==> config.mk <==
export PLATFORM = sky130hd
export DESIGN_NAME = key_matrix_scan
export DESIGN_NICKNAME = d
export VERILOG_FILES = /design/src/rtl/key_matrix_scan_pkg.sv /design/src/rtl/binary_decoder.sv /design/src/rtl/key_debounce_cell.sv /design/src/rtl/key_matrix_scan.sv
export SDC_FILE = /design/constraint.sdc
export NUM_CORES = 1
export LEC_CHECK = 0
export ABC_CLOCK_PERIOD_IN_PS = 4100
export CAP_MARGIN = 5
export CORE_MARGIN = 2
export CORE_UTILIZATION = 50
export CTS_CLUSTER_DIAMETER = 50
export CTS_CLUSTER_SIZE = 24
export DETAILED_ROUTE_END_ITERATION = 8
export GPL_TIMING_DRIVEN = 0
export PLACE_DENSITY = 0.69
export SLEW_MARGIN = 20
export SYNTH_ARGS = -nofsm -noshare
export SYNTH_HDL_FRONTEND = slang
export SYNTH_SLANG_ARGS = --single-unit
==> constraint.sdc <==
create_clock -name clk -period 4.1 [get_ports clk]
set_input_delay 0.82 -clock clk [delete_from_list [all_inputs] [get_ports clk]]
set_output_delay 0.82 -clock clk [all_outputs]
set_load 0.05 [all_outputs]
==> src/rtl/key_matrix_scan_pkg.sv <==
// Shared types for the key matrix scanner: scan FSM state encoding.
package key_matrix_scan_pkg;

  typedef enum logic [1:0] {
    ST_DWELL = 2'd0,
    ST_EVAL  = 2'd1,
    ST_EMIT  = 2'd2
  } scan_state_t;

endpackage

==> src/rtl/binary_decoder.sv <==
// Binary index to one-hot decoder.
module binary_decoder #(
  parameter int OUTPUTS = 4,
  parameter int WIDTH   = 2
) (
  input  logic [WIDTH-1:0]   i_sel,
  output logic [OUTPUTS-1:0] o_onehot
);

  genvar gi;
  generate
    for (gi = 0; gi < OUTPUTS; gi++) begin : g_out
      assign o_onehot[gi] = (i_sel == WIDTH'(gi));
    end
  endgenerate

endmodule

==> src/rtl/key_debounce_cell.sv <==
// One key's debouncer: a stable bit plus a count of consecutive samples that disagree with it.
module key_debounce_cell #(
  parameter int DEBOUNCE_SCANS = 4,
  parameter int DEBOUNCE_WIDTH = 3
) (
  input  logic clk,
  input  logic i_rst,
  input  logic i_en,
  input  logic i_sample,
  output logic o_stable,
  output logic o_flip
);

  logic                      r_stable;
  logic [DEBOUNCE_WIDTH-1:0] r_cnt;
  logic [DEBOUNCE_WIDTH-1:0] w_cnt_inc;
  logic                      w_differ;

  assign w_differ  = (i_sample != r_stable);
  assign w_cnt_inc = r_cnt + DEBOUNCE_WIDTH'(1);
  // Flip is combinational so the scanner can launch the event on the same evaluation cycle.
  assign o_flip    = i_en && w_differ && (w_cnt_inc == DEBOUNCE_WIDTH'(DEBOUNCE_SCANS));
  assign o_stable  = r_stable;

  always_ff @(posedge clk) begin
    if (i_rst) begin
      r_stable <= 1'b0;
      r_cnt    <= '0;
    end else if (i_en) begin
      if (!w_differ) begin
        r_cnt <= '0;
      end else if (o_flip) begin
        r_stable <= i_sample;
        r_cnt    <= '0;
      end else begin
        r_cnt <= w_cnt_inc;
      end
    end
  end

endmodule

==> src/rtl/key_matrix_scan.sv <==
// Row/column key matrix scanner: drives rows one-hot, synchronises and debounces columns,
// and reports press/release events over a valid/ready handshake.
import key_matrix_scan_pkg::*;

module key_matrix_scan #(
  parameter int NUM_ROWS          = 4,
  parameter int NUM_ROWS_WIDTH    = 2,
  parameter int NUM_COLS          = 4,
  parameter int NUM_COLS_WIDTH    = 2,
  parameter int CLOCK_DELAY       = 1000,
  parameter int CLOCK_DELAY_WIDTH = 10,
  parameter int DEBOUNCE_SCANS    = 4,
  parameter int DEBOUNCE_WIDTH    = 3
) (
  input  logic                         clk,
  input  logic                         i_rst,
  input  logic [NUM_COLS-1:0]          i_cols,
  input  logic                         i_evt_ready,
  output logic [NUM_ROWS-1:0]          o_rows,
  output logic                         o_evt_valid,
  output logic                         o_evt_press,
  output logic [NUM_ROWS_WIDTH-1:0]    o_evt_row,
  output logic [NUM_COLS_WIDTH-1:0]    o_evt_col,
  output logic [NUM_ROWS*NUM_COLS-1:0] o_keys
);

  localparam int NUM_KEYS = NUM_ROWS * NUM_COLS;
  localparam logic [CLOCK_DELAY_WIDTH-1:0] DWELL_LAST = CLOCK_DELAY_WIDTH'(CLOCK_DELAY - 1);

  scan_state_t                   r_state;
  logic [CLOCK_DELAY_WIDTH-1:0]  r_dwell_cnt;
  logic [NUM_ROWS_WIDTH-1:0]     r_row;
  logic [NUM_COLS_WIDTH-1:0]     r_col;
  logic [NUM_COLS-1:0]           r_sync1;
  logic [NUM_COLS-1:0]           r_sync2;
  logic [NUM_COLS-1:0]           r_sample;
  logic                          r_evt_valid;
  logic                          r_evt_press;
  logic [NUM_ROWS_WIDTH-1:0]     r_evt_row;
  logic [NUM_COLS_WIDTH-1:0]     r_evt_col;

  logic [NUM_KEYS-1:0]           w_eval_en;
  logic [NUM_KEYS-1:0]           w_flip;
  logic                          w_any_flip;
  logic                          w_sample_bit;
  logic                          w_last_col;
  logic [NUM_ROWS_WIDTH-1:0]     w_row_next;

  assign w_sample_bit = r_sample[r_col];
  assign w_any_flip   = |w_flip;
  assign w_last_col   = (r_col == NUM_COLS_WIDTH'(NUM_COLS - 1));
  assign w_row_next   = (r_row == NUM_ROWS_WIDTH'(NUM_ROWS - 1)) ? '0
                                                                 : r_row + NUM_ROWS_WIDTH'(1);

  binary_decoder #(
    .OUTPUTS (NUM_ROWS),
    .WIDTH   (NUM_ROWS_WIDTH)
  ) u_row_decoder (
    .i_sel    (r_row),
    .o_onehot (o_rows)
  );

  genvar gi;
  generate
    for (gi = 0; gi < NUM_KEYS; gi++) begin : g_key
      localparam int KEY_ROW = gi / NUM_COLS;
      localparam int KEY_COL = gi % NUM_COLS;

      // Only the key under the evaluation cursor may update its debouncer this cycle.
      assign w_eval_en[gi] = (r_state == ST_EVAL) &&
                             (r_row == NUM_ROWS_WIDTH'(KEY_ROW)) &&
                             (r_col == NUM_COLS_WIDTH'(KEY_COL));

      key_debounce_cell #(
        .DEBOUNCE_SCANS (DEBOUNCE_SCANS),
        .DEBOUNCE_WIDTH (DEBOUNCE_WIDTH)
      ) u_cell (
        .clk      (clk),
        .i_rst    (i_rst),
        .i_en     (w_eval_en[gi]),
        .i_sample (w_sample_bit),
        .o_stable (o_keys[gi]),
        .o_flip   (w_flip[gi])
      );
    end
  endgenerate

  always_ff @(posedge clk) begin
    if (i_rst) begin
      r_state     <= ST_DWELL;
      r_dwell_cnt <= '0;
      r_row       <= '0;
      r_col       <= '0;
      r_sync1     <= '0;
      r_sync2     <= '0;
      r_sample    <= '0;
      r_evt_valid <= 1'b0;
      r_evt_press <= 1'b0;
      r_evt_row   <= '0;
      r_evt_col   <= '0;
    end else begin
      r_sync1 <= i_cols;
      r_sync2 <= r_sync1;
      case (r_state)
        ST_DWELL: begin
          if (r_dwell_cnt == DWELL_LAST) begin
            r_dwell_cnt <= '0;
            r_sample    <= r_sync2;
            r_col       <= '0;
            r_state     <= ST_EVAL;
          end else begin
            r_dwell_cnt <= r_dwell_cnt + CLOCK_DELAY_WIDTH'(1);
          end
        end
        ST_EVAL: begin
          if (w_any_flip) begin
            r_evt_valid <= 1'b1;
            r_evt_press <= w_sample_bit;
            r_evt_row   <= r_row;
            r_evt_col   <= r_col;
            r_state     <= ST_EMIT;
          end else if (w_last_col) begin
            r_col   <= '0;
            r_row   <= w_row_next;
            r_state <= ST_DWELL;
          end else begin
            r_col <= r_col + NUM_COLS_WIDTH'(1);
          end
        end
        ST_EMIT: begin
          // The whole scan stalls here until the consumer takes the event.
          if (i_evt_ready) begin
            r_evt_valid <= 1'b0;
            if (w_last_col) begin
              r_col   <= '0;
              r_row   <= w_row_next;
              r_state <= ST_DWELL;
            end else begin
              r_col   <= r_col + NUM_COLS_WIDTH'(1);
              r_state <= ST_EVAL;
            end
          end
        end
        default: r_state <= ST_DWELL;
      endcase
    end
  end

  assign o_evt_valid = r_evt_valid;
  assign o_evt_press = r_evt_press;
  assign o_evt_row   = r_evt_row;
  assign o_evt_col   = r_evt_col;

endmodule

# Yosys cells after proc, flatten, opt, wreduce, memory -nomap -nowiden
# Index checks and enable logic that the tools add are counted.
# op_classes
n_mux	54
addsub	19
eq_ne	46
n_reduce_logical	80
n_lt_le_gt_ge	1
# op_table
op	count
2-to-1 mux 3 bit	32
AND reduction 3 bit	19
logical AND 1 bit	52
adder 3 x 1 -> 3 bit (second input constant)	16
== test 3 bit (second input constant)	16
2-to-1 mux 2 bit	12
!= test 1 bit	16
OR reduction 16 bit	1
case mux 2 bit (3 select lines)	2
adder 10 x 1 -> 10 bit (second input constant)	1
== test 10 bit (second input constant)	1
== test 2 bit (second input constant)	5
2-to-1 mux 10 bit	1
!= test 2 bit (second input constant)	4
== test 2 x 1 -> 1 bit (second input constant)	3
logical NOT 2 bit	3
adder 2 x 1 -> 2 bit (second input constant)	2
2-to-1 mux 1 bit	4
case mux 2 bit (2 select lines)	1
AND reduction 2 bit	2
AND reduction 4 bit	1
< comparator 2 x 3 -> 1 bit (second input constant)	1
!= test 3 bit (second input constant)	1
nonzero test 3 bit	1
other kinds (3)	3
# totals
wordCells	243
in_bits	7
regBits	98
out_inout_bits	26

# Longest topological paths before layout
# depth
ltp_word	8
ltp_mapped	11
depth_no_buf	9

# Cells and area by module
# Synthesis repeated with hierarchy kept, for this count alone.
# unflattened
hier_cells	544
hier_area_um2	5225.0
# modules_own_cells
module	instances	area_each_um2	cells_per_inst	seq_area_each_um2
key_debounce_cell (g_key[0].u_cell ...)	14	214.0	22	80.1
key_matrix_scan	1	1790.5	194	680.7
key_debounce_cell (g_key[8].u_cell ...)	2	206.4	19	80.1
binary_decoder	1	26.3	4	0.0

# Least setup slack after synthesis
# OpenSTA, ideal clock, no wires.
# synth_path
path_kind	register to register
startpoint	reg r_col[0]
endpoint	reg r_col[1]
slack_ns	1.578
t_arrival_ns	2.391
stages_incl_launch_ff	10
setup_time_ns	0.131
cell_sequence	dfxtp_1 > mux4_2 > buf_6 > xnor2_2 > o22ai_1 > or2_0 > or3_1 > buf_6 > o311ai_1 > o41ai_1
# synth_between
elab_chain_cells	8
elab_cells_between_ends	78
# synth_lines
item	line	rtl
start: declaration	key_matrix_scan.sv:33	logic [NUM_COLS_WIDTH-1:0] r_col;
start signal: assignment	key_matrix_scan.sv:127	r_col <= r_col + NUM_COLS_WIDTH'(1);
start signal: assignment	key_matrix_scan.sv:139	r_col <= r_col + NUM_COLS_WIDTH'(1);
binary-select mux 1 bit (select 2 bit)	key_matrix_scan.sv:49	assign w_sample_bit = r_sample[r_col];
2-to-1 mux 1 bit (implied by the code)	key_matrix_scan.sv:49	
!= test 1 bit	key_debounce_cell.sv:19	assign w_differ = (i_sample != r_stable);
logical AND 1 bit (2 in series)	key_debounce_cell.sv:22	assign o_flip = i_en && w_differ && (w_cnt_inc == DEBOUNCE_WIDTH'(DEBOUNCE_SCANS));
OR reduction 16 bit	key_matrix_scan.sv:50	assign w_any_flip = |w_flip;
!= test 2 bit (no source line)	-	
AND reduction 4 bit (no source line)	-	
# Parallel ways exist; a longest one is shown, timed or not. The select of a mux whose other input is x is not followed.
# A chain may end at the register's enable or synchronous reset.

# Worst setup path in the final report
# layout_path
startpoint	reg r_row[0]
endpoint	out o_rows[2]
# layout_between
elab_chain_cells	1
# layout_lines
item	line	rtl
start: declaration	key_matrix_scan.sv:32	logic [NUM_ROWS_WIDTH-1:0] r_row;
start signal: assignment	key_matrix_scan.sv:124	r_row <= w_row_next;
start signal: assignment	key_matrix_scan.sv:136	r_row <= w_row_next;
== test 2 bit	binary_decoder.sv:13	assign o_onehot[gi] = (i_sel == WIDTH'(gi));
end: declaration	key_matrix_scan.sv:19	output logic [NUM_ROWS-1:0] o_rows,
# Every way passes these cells.

==> flow_metrics.tcl <==
set metrics [dict create \
    status "finished, final reports clean" \
    crit_path_start_kind "flop" \
    setup_viol 0 \
    ys_seq_area_frac 0.3927 \
    ant_nets 0 \
    ctsHoldBuffers 0 \
    fin_crit_ns 2.963 \
    crit_chain "inv_1, ha_1, clkdlybuf4s50_1" \
    clock-sinks 98 \
    detail_route.wirelength_mm 11.04 \
    portBuffers 32 \
    holdWs_ns 0.4441 \
    n_antenna_cell 0 \
    slew_violations 0 \
    setup_tns_ns 0 \
    num-nets-final 666 \
    via_per_inst 5.477 \
    cts_buffers 9 \
    post_drt_wl_per_cell_um 14.68 \
    ys.flop_type "dfxtp_1" \
    num_rows 36 \
    die_w_um 104.0 \
    rsz0062_at_grt "false" \
    p_leak_uw 0.002198 \
    overflow 0 \
    path_depth 3 \
    yosysTopAreaCell "dfxtp_1" \
    grt_usage 0.2064 \
    relSlewSlack 0.5660 \
    hpwl_mm 8.104 \
    vias 4119 \
    syn_inst 571 \
    syn_nets 623 \
    cts.clk_slew.worst_paths_ns 0.10 \
    die_h_um 104.0 \
    cp.buffers_inverters 2 \
    first_pass_iters 5 \
    path_delay_family "buffers and inverters" \
    power.total_uw 1670 \
    synth.area.top_cells "dfxtp_1 39%, ha_1 11%, nor2_1 7.0%" \
    hold_depth 1 \
    clk_path_buf_depth 2 \
    slowest_delay_ns 0.89 \
    crit_fanout 8 \
    wl_met3_um 491 \
    fin_crit_sh 0.7227 \
    grt_pass1_wl_mm 18.22 \
    hold_path.class "flop to flop" \
    area_growth_pct 13.32 \
    grt_max_degree 17 \
    worst_slew_pin_slew_ns 0.6510 \
    m1WireLength_mm 5.262 \
    cts_root_buf "clkbuf_8" \
    drcViolationCount 0 \
    ctsResizeCount 0 \
    required_ns 3.28 \
    crit_type "flop to output pin" \
    pin_count 33 \
    cts_tree "done" \
    synth.most_common_cell "dfxtp_1" \
    core_area_um2 9729 \
    worstPathArrival_ns 2.14 \
    finalClockSkew_ns 0.009967 \
    avgSynthCellArea_um2 8.750 \
    max-cap-violations 0 \
    ys_seq_elements 98 \
    htree_levels 3 \
    hold_viol 0 \
    antenna_found_initial 0 \
    start_util 0.5135 \
    async_flop_share 0 \
    synth_top_area_share 0.3927 \
    ys_warn_count 0 \
    synth_area_um2 4996 \
    die_area_um2 10810 \
    r2r_cells 9 \
    topRoutingLayerUsed "met4" \
    critPathCaptureType "output pin" \
    post-cts-setup-buffers 0 \
    synth.distinct_cells 47 \
    met2_length_mm 5.085 \
    insertion_delay_ns 0.36 \
    synthTopCellsByCount "98 x dfxtp_1, 93 x nor2_1, 49 x a21oi_1, 45 x ha_1, 35 x inv_1" \
    first_global_vias 3907 \
    fmax_mhz 337.5 \
    synth-edff-count 0 \
    p_per_area_nw_per_um2 294.9 \
    drive_gt1_frac 0.08239 \
    drt-initial-drc-count 178 \
    worst_path_max_delay_cell "clkdlybuf4s50_1" \
    peakVddDrop_mv 0.2253 \
    place_congestion 0.8472 \
]
cell type report:
| type | instances | area, µm² |
|---|---|---|
| fillers | 888 | 4068 |
| multi-input cells | 397 | 2658 |
| flip-flops and latches | 98 | 1962 |
| repair buffers | 32 | 320.3 |
| plain buffers | 41 | 245.2 |
| well taps | 133 | 166.4 |
| clock buffers | 11 | 141.4 |
| inverters | 35 | 131.4 |
| clock inverters | 5 | 37.54 |
worst register-to-register path, stage by stage (launching register included):
cell,delay [ns]
dfxtp_1,0.49
mux4_2,0.55
buf_6,0.18
xnor2_2,0.24
o22ai_1,0.14
or2_0,0.28
nor3_1,0.27
buf_2,0.29
nand3_1,0.12
a311oi_1,0.29
metal layers:
metal	vias up	track usage
met5	-	0
met4	0	0.05792
met3	19	0.04323
met2	95	0.3459
met1	1943	0.2694
li1	2062	-
cells in the final DEF, fill, tap and decap left out, types with 10 or more instances in the layout:
cell / synthesis / routed
buf_4: 16 / 16
nor3_1: 25 / 25
ha_1: 45 / 45
nand2_1: 16 / 16
dfxtp_1: 98 / 98
mux2i_1: 20 / 20
a21oi_1: 49 / 49
inv_1: 35 / 35
clkdlybuf4s50_1: 0 / 32
clkbuf_1: 15 / 16
nand3_1: 23 / 23
clkbuf_8: 0 / 10
nand4_1: 19 / 19
nor2_1: 93 / 93
nor4_1: 13 / 13
cell families (layout without fill, tap and decap cells):
family | Yosys count | in the layout | share of synthesized area
AOI/OAI and AO/OA | 88 | 88 | 0.1064
xor gates and xnor gates | 24 | 24 | 0.05860
adders and majority gates | 45 | 45 | 0.1127
buffers and inverters | 76 | 124 | 0.07538
DFF | 98 | 98 | 0.3927
muxes | 21 | 21 | 0.04458
and+or+nand+nor | 219 | 219 | 0.2096
power breakdown:
part / total [µW] / switching (µW) / internal [µW]
Clock: 583 / 343 / 240
Sequential: 973 / 9.05 / 964
Combinational: 113 / 77.7 / 35.3
registers in the layout, summed over array words and instances, names as in the netlist:
register and cells:
r_col 2, r_sample 4, g_key.u_cell.o_stable 16, r_dwell_cnt 10, o_evt_row 2, r_sync2 4, r_sync1 4, o_evt_valid 1
r_row 2, o_evt_press 1, g_key.u_cell.r_cnt 48, o_evt_col 2, r_state 2
through the flow:
stage / instance area (µm²) / cells / setup slack (ns) / util
6_report: 5662 / 752 / 1.137 / 0.5819
5_1_grt: 5662 / 752 / 1.000 / 0.5819
4_1_cts: 5662 / 752 / 1.136 / 0.5819
3_5_place_dp: 5483 / 736 / 1.230 / 0.5635
3_3_place_gp: 5483 / 736 / 1.261 / 0.5635
2_1_floorplan: 4996 / 571 / 1.578 / -
path summary, 6_finish.rpt:
path                                            start                  endpoint  slack [ns]
worst max-delay path            r_row[0]$_SDFFE_PP0P_                 o_rows[2]        1.14
worst min-delay path            r_sync1[1]$_SDFF_PP0_     r_sync2[1]$_SDFF_PP0_        0.44
worst max register to register  r_col[0]$_SDFFE_PP0P_  o_evt_valid$_SDFFE_PP0P_        1.17
worst min register to register  r_sync1[1]$_SDFF_PP0_     r_sync2[1]$_SDFF_PP0_        0.44
Power figures use the tool's default switching activity.
